`src/rtl/b_reg_arbiter.sv`:
```
// Arbiter/access sequencer sharing the B register among N_REQ requesters.
// Optional: define B_REG_ARB_RR_EN for round-robin; default is fixed priority (lowest index wins).
module b_reg_arbiter #(
    parameter int unsigned N_REQ = 4,
    parameter int unsigned DW    = 16
) (
    input  logic                  b_reg_arb_clk,
    input  logic                  b_reg_arb_rst,
    input  logic [N_REQ-1:0]      req,
    input  logic [N_REQ-1:0]      we,
    input  logic [N_REQ*DW-1:0]   wdata,
    output logic [N_REQ-1:0]      gnt,
    output logic [N_REQ-1:0]      ack,
    output logic [DW-1:0]         rdata,
    output logic                  busy,
    output logic                  b_wr_en,
    output logic                  b_rd_en,
    output logic [DW-1:0]         b_din,
    input  logic [DW-1:0]         b_dout
);

    localparam int unsigned IW = (N_REQ > 1) ? $clog2(N_REQ) : 1;

    typedef enum logic [1:0] {
        IDLE  = 2'd0,
        ISSUE = 2'd1,
        RWAIT = 2'd2,
        ACK   = 2'd3
    } state_e;

    state_e             state_q, state_d;
    logic [N_REQ-1:0]   gnt_q, gnt_d;
    logic [N_REQ-1:0]   ack_q, ack_d;
    logic [DW-1:0]      rdata_q, rdata_d;
    logic               busy_q, busy_d;
    logic               b_wr_en_q, b_wr_en_d;
    logic               b_rd_en_q, b_rd_en_d;
    logic [DW-1:0]      b_din_q, b_din_d;
    logic               we_q, we_d;

    logic               win_found_c;
    logic [IW-1:0]      win_idx_c;
    logic [DW-1:0]      wslice_c [N_REQ];

`ifdef B_REG_ARB_RR_EN
    logic [IW-1:0]      ptr_q, ptr_d;
    logic [IW-1:0]      idx_q, idx_d;
`endif

    for (genvar g = 0; g < int'(N_REQ); g++) begin : g_wslice
        assign wslice_c[g] = wdata[g*int'(DW) +: int'(DW)];
    end

    // Winner: first set req bit scanning upward from the pointer, wrapping.
    always_comb begin
        int unsigned base;
        int unsigned pos;
        win_found_c = 1'b0;
        win_idx_c   = '0;
`ifdef B_REG_ARB_RR_EN
        base = 32'(ptr_q);
`else
        base = 0;
`endif
        for (int unsigned k = 0; k < N_REQ; k++) begin
            pos = base + k;
            if (pos >= N_REQ) begin
                pos = pos - N_REQ;
            end
            if (!win_found_c && req[IW'(pos)]) begin
                win_found_c = 1'b1;
                win_idx_c   = IW'(pos);
            end
        end
    end

    always_comb begin
        state_d   = state_q;
        gnt_d     = gnt_q;
        ack_d     = '0;
        rdata_d   = rdata_q;
        b_wr_en_d = 1'b0;
        b_rd_en_d = 1'b0;
        b_din_d   = b_din_q;
        we_d      = we_q;
`ifdef B_REG_ARB_RR_EN
        ptr_d     = ptr_q;
        idx_d     = idx_q;
`endif
        unique case (state_q)
            IDLE: begin
                if (win_found_c) begin
                    state_d   = ISSUE;
                    gnt_d     = N_REQ'(1) << win_idx_c;
                    we_d      = we[win_idx_c];
                    b_wr_en_d = we[win_idx_c];
                    b_rd_en_d = ~we[win_idx_c];
                    if (we[win_idx_c]) begin
                        b_din_d = wslice_c[win_idx_c];
                    end
`ifdef B_REG_ARB_RR_EN
                    idx_d     = win_idx_c;
`endif
                end
            end
            ISSUE: begin
                if (we_q) begin
                    state_d = ACK;
                    ack_d   = gnt_q;
                end else begin
                    state_d = RWAIT;
                end
            end
            RWAIT: begin
                state_d = ACK;
                rdata_d = b_dout;
                ack_d   = gnt_q;
            end
            ACK: begin
                state_d = IDLE;
                gnt_d   = '0;
`ifdef B_REG_ARB_RR_EN
                ptr_d   = (idx_q == IW'(N_REQ - 1)) ? '0 : IW'(idx_q + 1'b1);
`endif
            end
            default: state_d = IDLE;
        endcase
        busy_d = (state_d != IDLE);
    end

    always_ff @(posedge b_reg_arb_clk) begin
        if (b_reg_arb_rst) begin
            state_q   <= IDLE;
            gnt_q     <= '0;
            ack_q     <= '0;
            rdata_q   <= '0;
            busy_q    <= 1'b0;
            b_wr_en_q <= 1'b0;
            b_rd_en_q <= 1'b0;
            b_din_q   <= '0;
            we_q      <= 1'b0;
`ifdef B_REG_ARB_RR_EN
            ptr_q     <= '0;
            idx_q     <= '0;
`endif
        end else begin
            state_q   <= state_d;
            gnt_q     <= gnt_d;
            ack_q     <= ack_d;
            rdata_q   <= rdata_d;
            busy_q    <= busy_d;
            b_wr_en_q <= b_wr_en_d;
            b_rd_en_q <= b_rd_en_d;
            b_din_q   <= b_din_d;
            we_q      <= we_d;
`ifdef B_REG_ARB_RR_EN
            ptr_q     <= ptr_d;
            idx_q     <= idx_d;
`endif
        end
    end

    assign gnt     = gnt_q;
    assign ack     = ack_q;
    assign rdata   = rdata_q;
    assign busy    = busy_q;
    assign b_wr_en = b_wr_en_q;
    assign b_rd_en = b_rd_en_q;
    assign b_din   = b_din_q;

endmodule

```
`config.mk`:
```
export PLATFORM = sky130hd
export DESIGN_NAME = b_reg_arbiter
export DESIGN_NICKNAME = d
export VERILOG_FILES = /design/src/rtl/b_reg_arbiter.sv
export SDC_FILE = /design/constraint.sdc
export NUM_CORES = 1
export LEC_CHECK = 0
export ABC_AREA = 1
export BUFFER_PORTS_ARGS = -buffer_cell sky130_fd_sc_hd__buf_4
export CAP_MARGIN = 20
export CORE_MARGIN = 5
export CORE_UTILIZATION = 36
export DETAILED_ROUTE_END_ITERATION = 6
export PLACE_DENSITY = 0.67
export SLEW_MARGIN = 10
export SYNTH_ARGS = -nofsm -noshare
export SYNTH_HDL_FRONTEND = slang
export SYNTH_SLANG_ARGS = --single-unit
```
`constraint.sdc`:
```
create_clock -name b_reg_arb_clk -period 1.2 [get_ports b_reg_arb_clk]
set_input_delay 0.06 -clock b_reg_arb_clk [delete_from_list [all_inputs] [get_ports b_reg_arb_clk]]
set_output_delay 0.06 -clock b_reg_arb_clk [all_outputs]
set_load 0.05 [all_outputs]
```
### Yosys cells after proc, flatten, opt, wreduce, memory -nomap -nowiden

Cells that the tools add are included.
Widths: inputs -> output; s select.

| cells by class | value |
|---|---|
| mux-type cells | 19 |
| order comparisons | 2 |
| bitwise gates (word level) | 4 |
| reduce and logical (&&, ||, !) cells | 13 |
| shift operators | 1 |
| equal/unequal tests | 4 |

Operators by type and width:

| kind | number |
|---|---|
| $bmux 16 s2 | 1 |
| $mux 16 | 2 |
| $pmux 4 s2 | 2 |
| $mux 4 | 2 |
| $pmux 2 s4 | 1 |
| $mux 1 | 7 |
| $mux 2 | 3 |
| $eq 2x2->1 const B | 2 |
| $reduce_and 2->1 | 2 |
| $reduce_bool 2->1 | 2 |
| $shl 1x2->4 const A | 1 |
| $ge 3x3->1 const B | 1 |
| $logic_and 1x1->1 | 3 |
| $logic_not 1->1 | 3 |
| $lt 2x3->1 const B | 1 |
| $not 1->1 | 3 |
| $not 2->3 | 1 |
| $reduce_and 3->1 | 1 |
| $reduce_or 3->1 | 1 |
| $bmux 1 s2 | 1 |
| $eq 2x1->1 const B | 1 |
| $logic_not 2->1 | 1 |
| $ne 2x2->1 const B | 1 |

| storage, ports and cells | value |
|---|---|
| word-level logic and storage cells | 52 |
| input port bits | 90 |
| bits in registers | 46 |

### Depth between registers and ports, before layout

| logic depth | value |
|---|---|
| depth after elaboration | 14 |
| depth in mapped cells | 11 |
| depth with buffers taken out | 10 |

### Worst setup path before layout

No wires, ideal clock.

| path | value |
|---|---|
| kind | register to register |
| start point | register state_q[0] |
| end point | register b_din_q[7] (netlist: b_din[7]) |
| required time | 1,086 ps |
| setup slack | -132 ps |
| stages on the path, launching flop included | 10 |
| path buffers | 1 |
| setup time | 114 ps |
| data arrival time | 1,218 ps |
| path through | dfxtp_1 > inv_1 > ha_1 > nand2_1 > inv_1 > nand3_4 > buf_6 > nand2_2 > nand2_1 > nor2_2 |

| on the way | value |
|---|---|
| word-level cells in the longest chain between the ends | 2 |

RTL lines:

| element | line | RTL |
|---|---|---|
| from (decl) | 31 | `state_e state_q, state_d;` |
| from (signal assigned) | 147 | `state_q <= state_d;` |
| $logic_not 2->1 | 90 | `unique case (state_q)` |
| $reduce_and 3->1 (no line) | -- |  |
| to (signal assigned) | 154 | `b_din_q <= b_din_d;` |
| to (decl) | 38 | `logic [DW-1:0] b_din_q, b_din_d;` |

Every way passes these cells.
A chain may end at the register's enable or synchronous reset.

### Final worst setup path

| path | value |
|---|---|
| start point | register state_q[0] |
| end point | register b_din_q[8] (netlist: b_din[8]) |

Same word-level chain as after synthesis.

==> flow_metrics.tcl <==
set metrics [dict create \
    grt_pass1_wl_mm 12.99 \
    worstPathCellList "inv_4, ha_4, nand2_4, inv_4, nand3_4, buf_12, nor2_1, nor2_2" \
    finish.utilization_pct 59.82 \
    critical_path_class "flop to flop" \
    portBuffers 132 \
    grt-ovfl-total 0 \
    first_pass_iters 6 \
    max_slew_margin_pct 81.92 \
    die_y_um 93.83 \
    insertion_delay_ns 0.29 \
    fp.dieW_um 93.83 \
    synth_top_area_share_pct 36.40 \
    status "finished, violations left" \
    share_comb_of_total_power_pct 55.5 \
    cts.clk_slew.worst_paths_ns 0.08 \
    worstPathArrival_ns 1.43 \
    final-hold-violation-count 0 \
    critPathBufInv 3 \
    min_from "b_dout[4]" \
    p_leak_nw 2.134 \
    min_path_type "input port to flop" \
    antenna_left 0 \
    crit_fanout 19 \
    postSynthCellCount 386 \
    gp_congestion 0.8284 \
    cp.required_ns 1.39 \
    synth_area_um2 2530 \
    synth_warnings 0 \
    p_clk_share_pct 14.1 \
    cts_tree "yes" \
    synth-adder-area-share_pct 2.473 \
    synth_compound_area_share_pct 4.847 \
    avgViaCountPerCell 4.541 \
    grt_max_degree 20 \
    slew_violations 0 \
    core-area_um2 6832 \
    synth_xor_area_share_pct 0 \
    vias 2920 \
    whs_ns 0.004837 \
    synth_area_leader_cell "dfxtp_1" \
    start_kind "flop" \
    reg2reg_to "b_din[8]" \
    endpoint_kind "flop" \
    totalWireLength_mm 8.299 \
    ys_types 21 \
    muxShareOfSynthArea_pct 0 \
    max_stage_delay_ns 0.34 \
    clockBufferDepth 2 \
    drc 0 \
    ff2ff_path_depth 8 \
    ir_worst_vdd_mv 1.203 \
    crit_top_cell "inv_4" \
    fin_skew_ns 0.006065 \
    avgSynthCellArea_um2 6.554 \
    grt_pass1_vias 2925 \
    fp-row-count 30 \
    ff2ff_setup_slack_ns -0.04 \
    power.share.sequential_pct 30.3 \
    synth_top_family_by_area "simple AND/OR/NAND/NOR gates" \
    wl_per_cell_um 12.91 \
    hold_depth 3 \
    internal-power_mw 3.764 \
    crit_slowest_cell "dfxtp_2" \
    antenna_found_initial 0 \
    max-cap-violations 0 \
    fin_crit_sh_pct 103.6 \
    nFillCells 658 \
    worst_slack_ns -0.04333 \
    grt_util_all_layers_pct 18.24 \
    dieArea_um2 8804 \
    max_freq_mhz 804.3 \
    fin_nets 641 \
    failed_checks "setup timing" \
    ys_top_cells_by_area "dfxtp_1 (36%), nand2_1 (14%), nor2_1 (11%)" \
    switchingPower_mw 3.087 \
    cts_sinks 46 \
    p_per_area_nw_per_um2 1677 \
    r2r_start "state_q[0]" \
    max_slew.worst_pin.slew_ns 0.2708 \
    clockRootBuffer "clkbuf_8" \
    cts_htree_levels 2 \
    layout-drive-gt1-share_pct 38.57 \
    hold_path_end "rdata[4]" \
    fin_crit_ns 1.243 \
    setup_viol 10 \
    synth_fp_nets 481 \
    ioPinCount 133 \
    startpoint "state_q[0]" \
    initial_core_util_pct 37.03 \
    ys_seq_area_share_pct 36.40 \
    area_delta_synth_final_pct 61.52 \
    rsz0062_at_grt "true" \
    swShare_pct 45.06 \
    ys_seq_elements 46 \
    first_iter_violations 107 \
    cts_buffers 5 \
    dpl.hpwl_mm 6.238 \
    cp_top_family "flip-flops" \
    synthSimpleGateAreaFrac_pct 43.97 \
    diodes 0 \
]
==> sequential cells by signal, summed over array words and instances, names as in the netlist <==
| signal | flops |
|---|---|
| ack | 4 |
| b_din | 16 |
| b_rd_en | 1 |
| b_wr_en | 1 |
| busy | 1 |
| gnt | 4 |
| rdata | 16 |
| state_q | 2 |
| we_q | 1 |
==> layer usage <==
metal / track usage (%) / share of wire [%] / vias to the layer above
met1: 20.34 / 39 / 1310
li1: - / - / 1503
met5: 0 / 0 / -
met2: 33.59 / 52 / 94
met3: 5.048 / 7.3 / 13
met4: 5.054 / 2.1 / 0
==> power by group through the flow <==
stage                     logic, mW  registers, mW  clock network, mW
final                          3.80           2.08              0.969
after global routing           4.11           2.12               1.07
after CTS                      3.62           2.07               1.01
after detailed placement       3.54           2.10                  0
after global placement         3.49           2.08                  0
after floorplan                1.19           3.18                  0
==> cell type report <==
cell class                 instances  area [µm²]  area share [%]
clock buffer                       6       82.58           2.021
inverter                          52       202.7           4.960
timing repair buffer             170        1365           33.40
tap                               96       120.1           2.939
sequential                        46       923.4           22.60
clock inverter                     2       12.51          0.3062
multi-input combinational        271        1380           33.77
==> worst max-delay path by stage <==
stage | slack [ns] | cells past startpoint | to
5_1_grt | -0.12 | 9 | b_din[11]
3_5_place_dp | -0.13 | 10 | b_din[7]
2_1_floorplan | 0.003 | 6 | rdata[10]
6_report | -0.04 | 8 | b_din[8]
4_1_cts | -0.06 | 9 | b_din[13]
3_3_place_gp | -0.09 | 10 | b_din[7]
==> stage by stage <==
stage / TNS [ns] / total power [mW] / setup WS, ns / area, µm² / cells
floorplan: 0 / 4.374 / 0.002757 / 2545 / 386
global placement: -1.079 / 5.571 / -0.09154 / 3757 / 620
detailed placement: -1.797 / 5.631 / -0.1283 / 3757 / 620
CTS: -1.030 / 6.702 / -0.05757 / 4008 / 642
global route: -2.459 / 7.305 / -0.1194 / 4086 / 643
finish: -0.09649 / 6.851 / -0.04333 / 4086 / 643
==> logic make-up after synthesis <==
group	count (synthesis)
AND/OR/NAND/NOR	242
flip-flops	46
adder cells (fa/ha/maj)	5
buffers and inverters	69
AO/OA/AOI/OAI	24
==> tightest hold or removal path, stage by stage <==
cell and delay, ns:
buf_4 0.08, nor2_1 0.04, nor2_1 0.09
==> timing repair <==
item                       in CTS  in global routing
setup endpoints to repair      39                 43
hold buffers                   14                  0
gates resized for setup         3                 23
pin swaps                       0                  4
buffers inserted                0                  1
hold endpoints to repair       14                  0
==> cells in the final DEF, fill, tap and decap left out, types with 6 or more instances in the layout <==
cell / instances
inv_2: 6
nand2_2: 15
dfxtp_1: 44
o21ai_0: 16
nand3_1: 39
nor2_1: 68
dlygate4sd3_1: 14
nand3b_1: 16
inv_1: 43
buf_4: 151
clkbuf_8: 6
nand2_1: 88
==> synthesized netlist by cell type <==
cell type,number
a21oi_1,6
inv_2,4
nand3_2,4
nor3_1,1
nand3_1,39
o21a_1,1
nand3b_1,16
buf_6,6
nand2_4,1
inv_1,48
dfxtp_1,46
nand2_2,12
clkbuf_1,5
nor2_4,2
nor2_1,73
nor2_2,1
nand3_4,1
o21ai_0,17
buf_2,6
nand2_1,92
ha_1,5
Power figures use the tool's default switching activity.
